==> src/rtl/branch_predict_unit.sv <==
// Branch resolve/predict unit: resolves branch and jump outcomes at execute,
// predicts at fetch from a PC-indexed table of 2-bit saturating counters,
// flags mispredictions for the flush logic and keeps saturating statistics.
module branch_predict_unit #(
    parameter int unsigned PC_WIDTH       = 16,
    parameter int unsigned BHT_DEPTH      = 16,
    parameter int unsigned ALU_FLAG_COUNT = 4,
    parameter int unsigned FLAG_GT        = 0,
    parameter int unsigned FLAG_EQ        = 1,
    parameter logic [4:0]  OP_JMPADR      = 5'h10,
    parameter logic [4:0]  OP_JMPI        = 5'h11,
    parameter logic [4:0]  OP_BLT         = 5'h12,
    parameter logic [4:0]  OP_BGE         = 5'h13,
    parameter logic [4:0]  OP_BEQ         = 5'h14,
    parameter logic [4:0]  OP_BNEQ        = 5'h15,
    parameter int unsigned STAT_WIDTH     = 16
) (
    input  logic                      clk,
    input  logic                      rst,
    input  logic [PC_WIDTH-1:0]       fetch_pc,
    input  logic [4:0]                fetch_opcode,
    output logic                      predict_taken,
    input  logic                      res_valid,
    input  logic [4:0]                res_opcode,
    input  logic [PC_WIDTH-1:0]       res_pc,
    input  logic                      res_pred_taken,
    input  logic [ALU_FLAG_COUNT-1:0] alu_flags,
    output logic                      pc_sel,
    output logic                      mispredict,
    output logic [STAT_WIDTH-1:0]     branch_count,
    output logic [STAT_WIDTH-1:0]     mispredict_count
);

    localparam int unsigned IDX_W = $clog2(BHT_DEPTH);
    localparam logic [1:0] CNT_RESET = 2'b01;
    localparam logic [1:0] CNT_MAX   = 2'b11;
    localparam logic [1:0] CNT_MIN   = 2'b00;
    localparam logic [STAT_WIDTH-1:0] STAT_MAX = {STAT_WIDTH{1'b1}};

    // Opcode class decode shared by the fetch and execute ports
    function automatic logic is_jump(input logic [4:0] op);
        return (op == OP_JMPADR) || (op == OP_JMPI);
    endfunction

    function automatic logic is_cond(input logic [4:0] op);
        return (op == OP_BLT) || (op == OP_BGE) || (op == OP_BEQ) || (op == OP_BNEQ);
    endfunction

    logic [1:0] bht [BHT_DEPTH];

    logic [IDX_W-1:0] fetch_idx_c;
    logic [IDX_W-1:0] res_idx_c;
    logic             flag_gt_c;
    logic             flag_eq_c;
    logic             cond_true_c;
    logic             res_jump_c;
    logic             res_cond_c;
    logic             upd_en_c;
    logic [1:0]       cnt_cur_c;
    logic [1:0]       cnt_next_c;
    logic             mispredict_c;
    logic             unused_ok;

    assign fetch_idx_c = fetch_pc[IDX_W-1:0];
    assign res_idx_c   = res_pc[IDX_W-1:0];
    assign flag_gt_c   = alu_flags[FLAG_GT];
    assign flag_eq_c   = alu_flags[FLAG_EQ];
    assign res_jump_c  = is_jump(res_opcode);
    assign res_cond_c  = is_cond(res_opcode);

    // Upper PC bits and spare ALU flags do not participate in this unit
    assign unused_ok = ^{fetch_pc, res_pc, alu_flags};

    // Fetch-side prediction from the pre-update counter MSB
    always_comb begin
        predict_taken = 1'b0;
        if (is_jump(fetch_opcode)) begin
            predict_taken = 1'b1;
        end else if (is_cond(fetch_opcode)) begin
            predict_taken = bht[fetch_idx_c][1];
        end
    end

    // Branch condition evaluation from ALU flags
    always_comb begin
        cond_true_c = 1'b0;
        unique case (res_opcode)
            OP_BLT:  cond_true_c = ~flag_gt_c & ~flag_eq_c;
            OP_BGE:  cond_true_c = flag_gt_c | flag_eq_c;
            OP_BEQ:  cond_true_c = flag_eq_c;
            OP_BNEQ: cond_true_c = ~flag_eq_c;
            default: cond_true_c = 1'b0;
        endcase
    end

    // Actual outcome at execute and misprediction detection
    always_comb begin
        pc_sel       = res_valid & (res_jump_c | (res_cond_c & cond_true_c));
        upd_en_c     = res_valid & res_cond_c;
        mispredict_c = res_valid & (res_jump_c | res_cond_c) & (pc_sel != res_pred_taken);
    end

    // Saturating counter step for the resolved conditional branch
    always_comb begin
        cnt_cur_c  = bht[res_idx_c];
        cnt_next_c = cnt_cur_c;
        if (pc_sel) begin
            if (cnt_cur_c != CNT_MAX) begin
                cnt_next_c = cnt_cur_c + 2'd1;
            end
        end else begin
            if (cnt_cur_c != CNT_MIN) begin
                cnt_next_c = cnt_cur_c - 2'd1;
            end
        end
    end

    // Counter table: reset to weakly not-taken, write back on conditional resolve
    always_ff @(posedge clk) begin
        if (rst) begin
            bht <= '{default: CNT_RESET};
        end else if (upd_en_c) begin
            bht[res_idx_c] <= cnt_next_c;
        end
    end

    // Registered flush pulse and saturating statistics
    always_ff @(posedge clk) begin
        if (rst) begin
            mispredict       <= 1'b0;
            branch_count     <= '0;
            mispredict_count <= '0;
        end else begin
            mispredict <= mispredict_c;
            if (upd_en_c && (branch_count != STAT_MAX)) begin
                branch_count <= branch_count + STAT_WIDTH'(1);
            end
            if (mispredict_c && (mispredict_count != STAT_MAX)) begin
                mispredict_count <= mispredict_count + STAT_WIDTH'(1);
            end
        end
    end

endmodule
==> config.mk <==
export PLATFORM = sky130hd
export DESIGN_NAME = branch_predict_unit
export DESIGN_NICKNAME = d
export VERILOG_FILES = /design/src/rtl/branch_predict_unit.sv
export SDC_FILE = /design/constraint.sdc
export NUM_CORES = 1
export LEC_CHECK = 0
export ABC_AREA = 1
export CAP_MARGIN = 30
export CORE_ASPECT_RATIO = 0.8
export CORE_MARGIN = 4
export CORE_UTILIZATION = 30
export DETAILED_ROUTE_END_ITERATION = 12
export PLACE_DENSITY = 0.51
export REMOVE_ABC_BUFFERS = 1
export SYNTH_ARGS = -nofsm -noshare
export SYNTH_HDL_FRONTEND = slang
export SYNTH_SLANG_ARGS = --single-unit
==> constraint.sdc <==
create_clock -name clk -period 2.49 [get_ports clk]
set_input_delay 0.3735 -clock clk [delete_from_list [all_inputs] [get_ports clk]]
set_output_delay 0.3735 -clock clk [all_outputs]
set_load 0.05 [all_outputs]
# Word level (Yosys, flattened, before mapping)
# Index checks and enable logic that the tools add are counted.
[op_classes]
n_addsub = 4
order_cmp = 3
eq_ne = 16
muxes = 15
bitwise_logic = 13
n_reduce_logical = 12
[ops]
columns = ["cell", "count"]
rows = [
  ["$eq A5 B5 Y1 const B", 12],
  ["$add A16 B1 Y16 const B", 2],
  ["$bwmux W32", 1],
  ["$ne A16 B16 Y1 const B", 2],
  ["$bmux W2 S4", 2],
  ["$mux W2", 8],
  ["$ge A5 B5 Y1 const B", 2],
  ["$not A4 Y5", 2],
  ["$demux W2 S4", 1],
  ["$logic_or A1 B1 Y1", 8],
  ["$and A1 B1 Y1", 6],
  ["$lt A5 B1 Y1 const B", 1],
  ["$pmux W1 S4", 1],
  ["$logic_and A1 B1 Y1", 3],
  ["$or A1 B1 Y1", 3],
  ["$add A2 B1 Y2 const B", 1],
  ["$mux W1", 2],
  ["$ne A2 B2 Y1 const B", 1],
  ["$not A1 Y1", 2],
  ["$reduce_bool A2 Y1", 1],
  ["$sub A2 B1 Y2 const B", 1],
  ["$ne A1 B1 Y1", 1],
]
[word_totals]
register_bits = 65
output_inout_bits = 35

# Longest topological paths before layout
# Gate-level depths: netlist (run 1).
[depth]
depth_word = 10
mapped_depth = 16
ltp_nobuf = 14

# Least setup slack after synthesis (run 1)
# No wires, ideal clock.
[synth_timing]
path_type = "in2out"
startpoint = "input port fetch_opcode[1]"
endpoint = "output port predict_taken"
arrival_time_ps = 2068
required_ps = 2117
path_slack_ps = 49
cell_stages = 1
cell_sequence = "o41ai_1"
[synth_via]
elab_chain_cells = 6
word_cells_on_any_way = 12
cone_classes = "6 x eq/ne; 2 x mux; 4 x reduce/logical"
[synth_lines]
columns = ["element", "line", "source"]
rows = [
  ["from (decl)", "21", "input logic [4:0] fetch_opcode,"],
  ["$eq A5 B5 Y1", "46", "return (op == OP_BLT) || (op == OP_BGE) || (op == OP_BEQ) || (op == OP_BNEQ);"],
  ["$logic_or A1 B1 Y1 (3 in a row)", "46", ""],
  ["$mux W1", "79", "end else if (is_cond(fetch_opcode)) begin"],
  ["$mux W1 *", "77", "if (is_jump(fetch_opcode)) begin"],
  ["to (decl)", "22", "output logic predict_taken,"],
]
# Every way passes the cells marked *; elsewhere a longest branch is shown, timed or not.

# Worst setup path in the final report (run 1)
[layout_timing]
startpoint = "input port fetch_pc[0]"
endpoint = "output port predict_taken"
[layout_via]
elab_chain_cells = 6
[layout_lines]
columns = ["element", "line", "source"]
rows = [
  ["from (decl)", "20", "input logic [PC_WIDTH-1:0] fetch_pc,"],
  ["$not A4 Y5 (implied by the code)", "80", "predict_taken = bht[fetch_idx_c][1];"],
  ["$bmux W2 S4", "80", ""],
  ["$mux W2 (implied by the code) (2 in a row)", "80", ""],
  ["$mux W1", "79", ""],
  ["$mux W1", "77", ""],
]
# No other way between the ends. The select of a mux whose other input is x is not followed.

==> results of run 1 <==
==> area by class of cell <==
class / instances / area, sq um
Tap cell: 171 / 214
Fill cell: 1345 / 7440
Clock inverter: 2 / 10.0
Multi-Input combinational cell: 471 / 2190
Sequential cell: 65 / 1300
Clock buffer: 14 / 284
Inverter: 78 / 293
Timing Repair Buffer: 70 / 696
==> sequential cells by signal, indices dropped and copies added, names as in the netlist <==
register / flops
bht: 32
mispredict_count: 16
branch_count: 16
mispredict: 1
==> power breakdown <==
group | switching (uW) | internal (uW)
combinational | 142 | 84.9
sequential | 3.84 | 1050
clock | 453 | 780
total | 599 | 1910
==> metrics by stage <==
| step | instances | hold slack, ns | worst slack, ns |
|---|---|---|---|
| after floorplan | 614 | 0.433 | 0.0486 |
| after global placement | 855 | 0.452 | 0.106 |
| after detailed placement | 855 | 0.457 | 0.0360 |
| after CTS | 871 | 0.471 | 0.292 |
| after global routing | 871 | 0.485 | 0.187 |
| final | 871 | 0.469 | 0.311 |
==> synthesized netlist by cell type <==
library cell,instances,share of area [%]
nand2_1,227,22
inv_1,74,7.1
dfxtp_1,65,33
a21oi_1,57,7.3
nor2_1,45,4.3
nand3_1,43,5.5
nand4_1,23,3.7
o21ai_0,18,2.3
nor3_1,12,1.5
xor2_1,12,2.7
clkbuf_1,10,0.96
o21a_1,8,1.5
xnor2_1,7,1.6
buf_2,6,0.77
inv_2,4,0.38
nand2_2,4,0.64
buf_6,3,0.87
a31oi_1,2,0.32
buf_4,2,0.38
ha_1,2,0.64
nand3b_1,2,0.38
nor2_2,2,0.32
a21oi_2,1,0.22
and3_1,1,0.16
buf_1,1,0.096
nand3_2,1,0.26
nor2_4,1,0.29
nor3b_1,1,0.19
nor4_1,1,0.16
o41ai_1,1,0.22
==> routing by layer <==
layer | up-vias | global-route usage (%) | part of all wire [%]
li1 | 2148 | - | -
met1 | 1872 | 19.9 | 48
met2 | 93 | 26.3 | 46
met3 | 9 | 3.77 | 5.0
met4 | 0 | 3.45 | 0.81
met5 | - | 0 | 0
==> final timing paths <==
check                               startpoint                            to  slack (ns)  cells after the start
setup / recovery                   fetch_pc[0]                 predict_taken        0.31                      9
hold reg to reg           bht[26]$_SDFFE_PP1P_          bht[26]$_SDFFE_PP1P_        0.47                      2
hold / removal            bht[26]$_SDFFE_PP1P_          bht[26]$_SDFFE_PP1P_        0.47                      2
setup reg to reg  branch_count[0]$_SDFFE_PP0P_  branch_count[2]$_SDFFE_PP0P_        0.60                      8
==> critical path, cell delays in order <==
cell and delay (ns):
clkdlybuf4s50_1 0.44, buf_12 0.16, o21ai_0 0.21, nand2_1 0.09
nand3_1 0.09, nand3b_1 0.07, nand3_1 0.08, o41ai_1 0.11
buf_12 0.17
==> placed cells by master (no fill, tap or decap), types with 18 or more instances in the layout <==
cell type	count
nand3_1	43
nor2_1	45
inv_1	74
clkdlybuf4s50_1	54
nand2_1	227
nand4_1	23
a21oi_1	57
dfxtp_1	65
o21ai_0	18
==> cells by family after synthesis <==
family	count (synthesis)	share of synthesized area, %
simple gates	363	39.3
buf+inv	100	10.6
compound gates	87	11.9
flops	65	33.3
xor+xnor	19	4.26
fa+ha+maj	2	0.641
==> flow_summary.toml, run 1 <==
[floorplanning]
coreArea_sq_um = 12400
die_w_um = 136
io_pins = 85
fp.dieArea_sq_um = 14900
rows = 36
initial_utilization_pct = 31.4
die_h_um = 110

[timing]
setup_viol = 0
tightestPinTransition_ns = 0.616
hold_violations = 0
rsz0062_at_grt = "no"
fmax_mhz = 459
fin_skew_ns = 0.00377
tns_ns = 0
min_period_over_period_pct = 87.5
period_needed_ns = 2.18
drv_slew = 0
maxSlewHeadroom_pct = 58.9

[detailed_routing]
drc = 0
vias_per_cell = 4.73
dr.pass1.iters = 4
drt.antenna.violating_nets = 0
vias = 4122
routed_wl_um = 11200
drt_iter0_drc = 229
wl_per_cell_um = 12.8

[global_route]
antenna_found_initial = 0
grt_remaining_overflow = 0
grt_start_max_net_pins = 51
grt_pass1_wl_um = 18500
grt_pass1_vias = 3892
grt_usage_pct = 15.4

[cells_and_area]
area_growth_pct = 27.7
final_core_util_pct = 40.1
drive_gt1_share_pct = 6.29
diodes = 0
layout.nets = 747
design_area_sq_um = 4990

[clocking]
post_cts_buffers = 0
clk_latency_ns = 0.33
cts_tree = "built"
htree_levels = 3
cts_buffers = 9
cts_sinks = 65
clk_path_buf_depth = 2
cts.clk_slew.worst_paths_ns = 0.05
cts_resized = 0
root_buffer = "clkbuf_16"
postCtsHoldBufs = 0

[synthesis]
yosysSeqAreaShare_pct = 33.3
synth_warnings = 0
netlist_area_sq_um = 3900
syn_area_per_cell_sq_um = 6.14
synth-seq-cells = 65
synth.distinct_cells = 30
synth_cells = 636

[critical_path]
worstPathRequired_ns = 2.12
crit_type = "primary input to primary output"
cp-start-kind = "primary input"
endpoint_kind = "primary output"
cp.arrival_ns = 1.81
worstPathMaxFanout = 16

[min_path]
hold_path.class = "flip-flop to flip-flop"

[power]
power-per-cell-area_nw_per_um2 = 503
leakage_uw = 0.00203
finalPower_uw = 2510
max-vdd-ir-drop_v = 0.000306

[run]
drv_cap = 0

[placed_design]
hpwlAfterDp_um = 7970
gp_congestion = 0.828
dpl_cell_area_sq_um = 4690
port-buffer-count = 57

[outcome]
status = "finished, final reports clean"
(Power assumes the default switching activity.)
==> inputs of run 2 (changes only) <==
- CORE_MARGIN: 4 -> 3
==> flow_summary.toml, run 2 (synthesized netlist as in run 1, its figures left out) <==
[outcome]
status = "finished, final reports clean"

[floorplanning]
initial_utilization_pct = 31.4
coreArea_sq_um = 12400
fp.dieArea_sq_um = 14400
die_h_um = 108
rows = 36
die_w_um = 134
io_pins = 85

[detailed_routing]
drt_iter0_drc = 299
routed-wl-met3_um = 522
routed_wl_um = 11300
drt.antenna.violating_nets = 0
dr.pass1.iters = 4
drc = 0
vias_per_cell = 4.73
dr.max_layer_used = "met4"
dr_wl_met2_um = 4990
vias = 4119
met1_length_um = 5660
wl_per_cell_um = 13.0

[timing]
drv_slew = 0
tightestPinTransition_ns = 0.613
holdWs_ns = 0.473
fin_skew_ns = 0.00930
fmax_mhz = 437
setup_viol = 0
rsz0062_at_grt = "no"
tns_ns = 0
maxSlewHeadroom_pct = 59.1
hold_violations = 0
period_needed_ns = 2.29
min_period_over_period_pct = 91.9

[clocking]
post_cts_buffers = 0
cts_resized = 0
cts_buffers = 9
cts_sinks = 65
clk_path_buf_depth = 2
cts_tree = "built"
cts.clk_slew.worst_paths_ns = 0.05
root_buffer = "clkbuf_16"
htree_levels = 3
clk_latency_ns = 0.33
postCtsHoldBufs = 0

[cells_and_area]
largest_register_ffs = 32
design_area_sq_um = 5000
fillers = 1361
drive_gt1_share_pct = 6.29
regMostFlops = "bht"
diodes = 0
final_core_util_pct = 40.2
most-common-layout-cells = "227 x nand2_1, 74 x inv_1, 65 x dfxtp_1, 57 x a21oi_1, 54 x clkdlybuf4s50_1"
reg_top3 = "bht: 32 flops, branch_count: 16 flops, mispredict_count: 16 flops"
finalNonFillerCells = 870
area_growth_pct = 28.1
layout.nets = 747
final_common_cell = "nand2_1"

[global_route]
grt_start_max_net_pins = 51
grt_usage_pct = 16.4
grt_pass1_wl_um = 19200
grt_pass1_vias = 3947
antenna_found_initial = 0
grt_remaining_overflow = 0

[placed_design]
dpl_cell_area_sq_um = 4680
hpwlAfterDp_um = 8030
port-buffer-count = 57
dp.cells = 855
gp_congestion = 0.867

[critical_path]
r2r_start = "branch_count[0]$_SDFFE_PP0P_"
worstPathRequired_ns = 2.12
worstPathMaxFanout = 7
reg2reg_to = "branch_count[11]$_SDFFE_PP0P_"
crit_type = "primary input to primary output"
reg2reg_slack_ns = 0.54
cp-start-kind = "primary input"
cp.arrival_ns = 1.91
endpoint_kind = "primary output"
r2r_cells = 9

[min_path]
min_from = "bht[28]$_SDFFE_PP1P_"
hold_path.class = "flip-flop to flip-flop"
min_path_cells = 2
holdPathEnd = "bht[28]$_SDFFE_PP1P_"

[power]
max-vdd-ir-drop_v = 0.000337
power-per-cell-area_nw_per_um2 = 527
leakage_uw = 0.00203

[run]
drv_cap = 0
[run 2: report_power, final]
| group | switching (uW) | internal [uW] |
|---|---|---|
| Sequential | 4.21 | 1040 |
| Combinational | 142 | 81.6 |
| Clock | 468 | 896 |
| Total | 615 | 2020 |
[run 2: metrics by stage]
stage | worst slack (ns) | total power, uW
finish | 0.202 | 2640
floorplan | 0.0486 | 1170
detailed placement | 0.0907 | 1300
CTS | 0.162 | 2680
global route | 0.0636 | 2740
global placement | 0.127 | 1290
[run 2: worst max-delay path: stages]
cell,delay [ns]
clkdlybuf4s50_1,0.67
inv_1,0.10
a21oi_1,0.12
o21ai_0,0.12
nand3_1,0.10
nand3_1,0.07
nand3_1,0.08
o41ai_1,0.11
buf_12,0.17
[run 2: worst max path at each step]
stage               slack [ns]       startpoint  cells after the start              endpoint
global placement          0.13        res_pc[0]                     14  bht[19]$_SDFFE_PP0P_
finish                    0.20      fetch_pc[1]                      9         predict_taken
detailed placement        0.09        res_pc[0]                     14   bht[1]$_SDFFE_PP0P_
CTS                       0.16      fetch_pc[1]                      9         predict_taken
global route              0.06      fetch_pc[1]                      9         predict_taken
floorplan                 0.05  fetch_opcode[1]                      1         predict_taken
[run 2: routing by layer]
metal	vias to the layer above	GRT usage [%]
li1	2145	-
met1	1883	21.6
met2	80	26.8
met3	11	3.95
met4	0	4.85
met5	-	0
[run 2: layout make-up]
cell class                      count  area (sq um)  area share, %
Multi-Input combinational cell    471          2190           43.8
Timing Repair Buffer               70           683           13.7
Clock buffer                       10           239           4.78
Sequential cell                    65          1300           26.0
Clock inverter                      5          80.1           1.60
Tap cell                          171           214           4.28
Inverter                           78           293           5.85
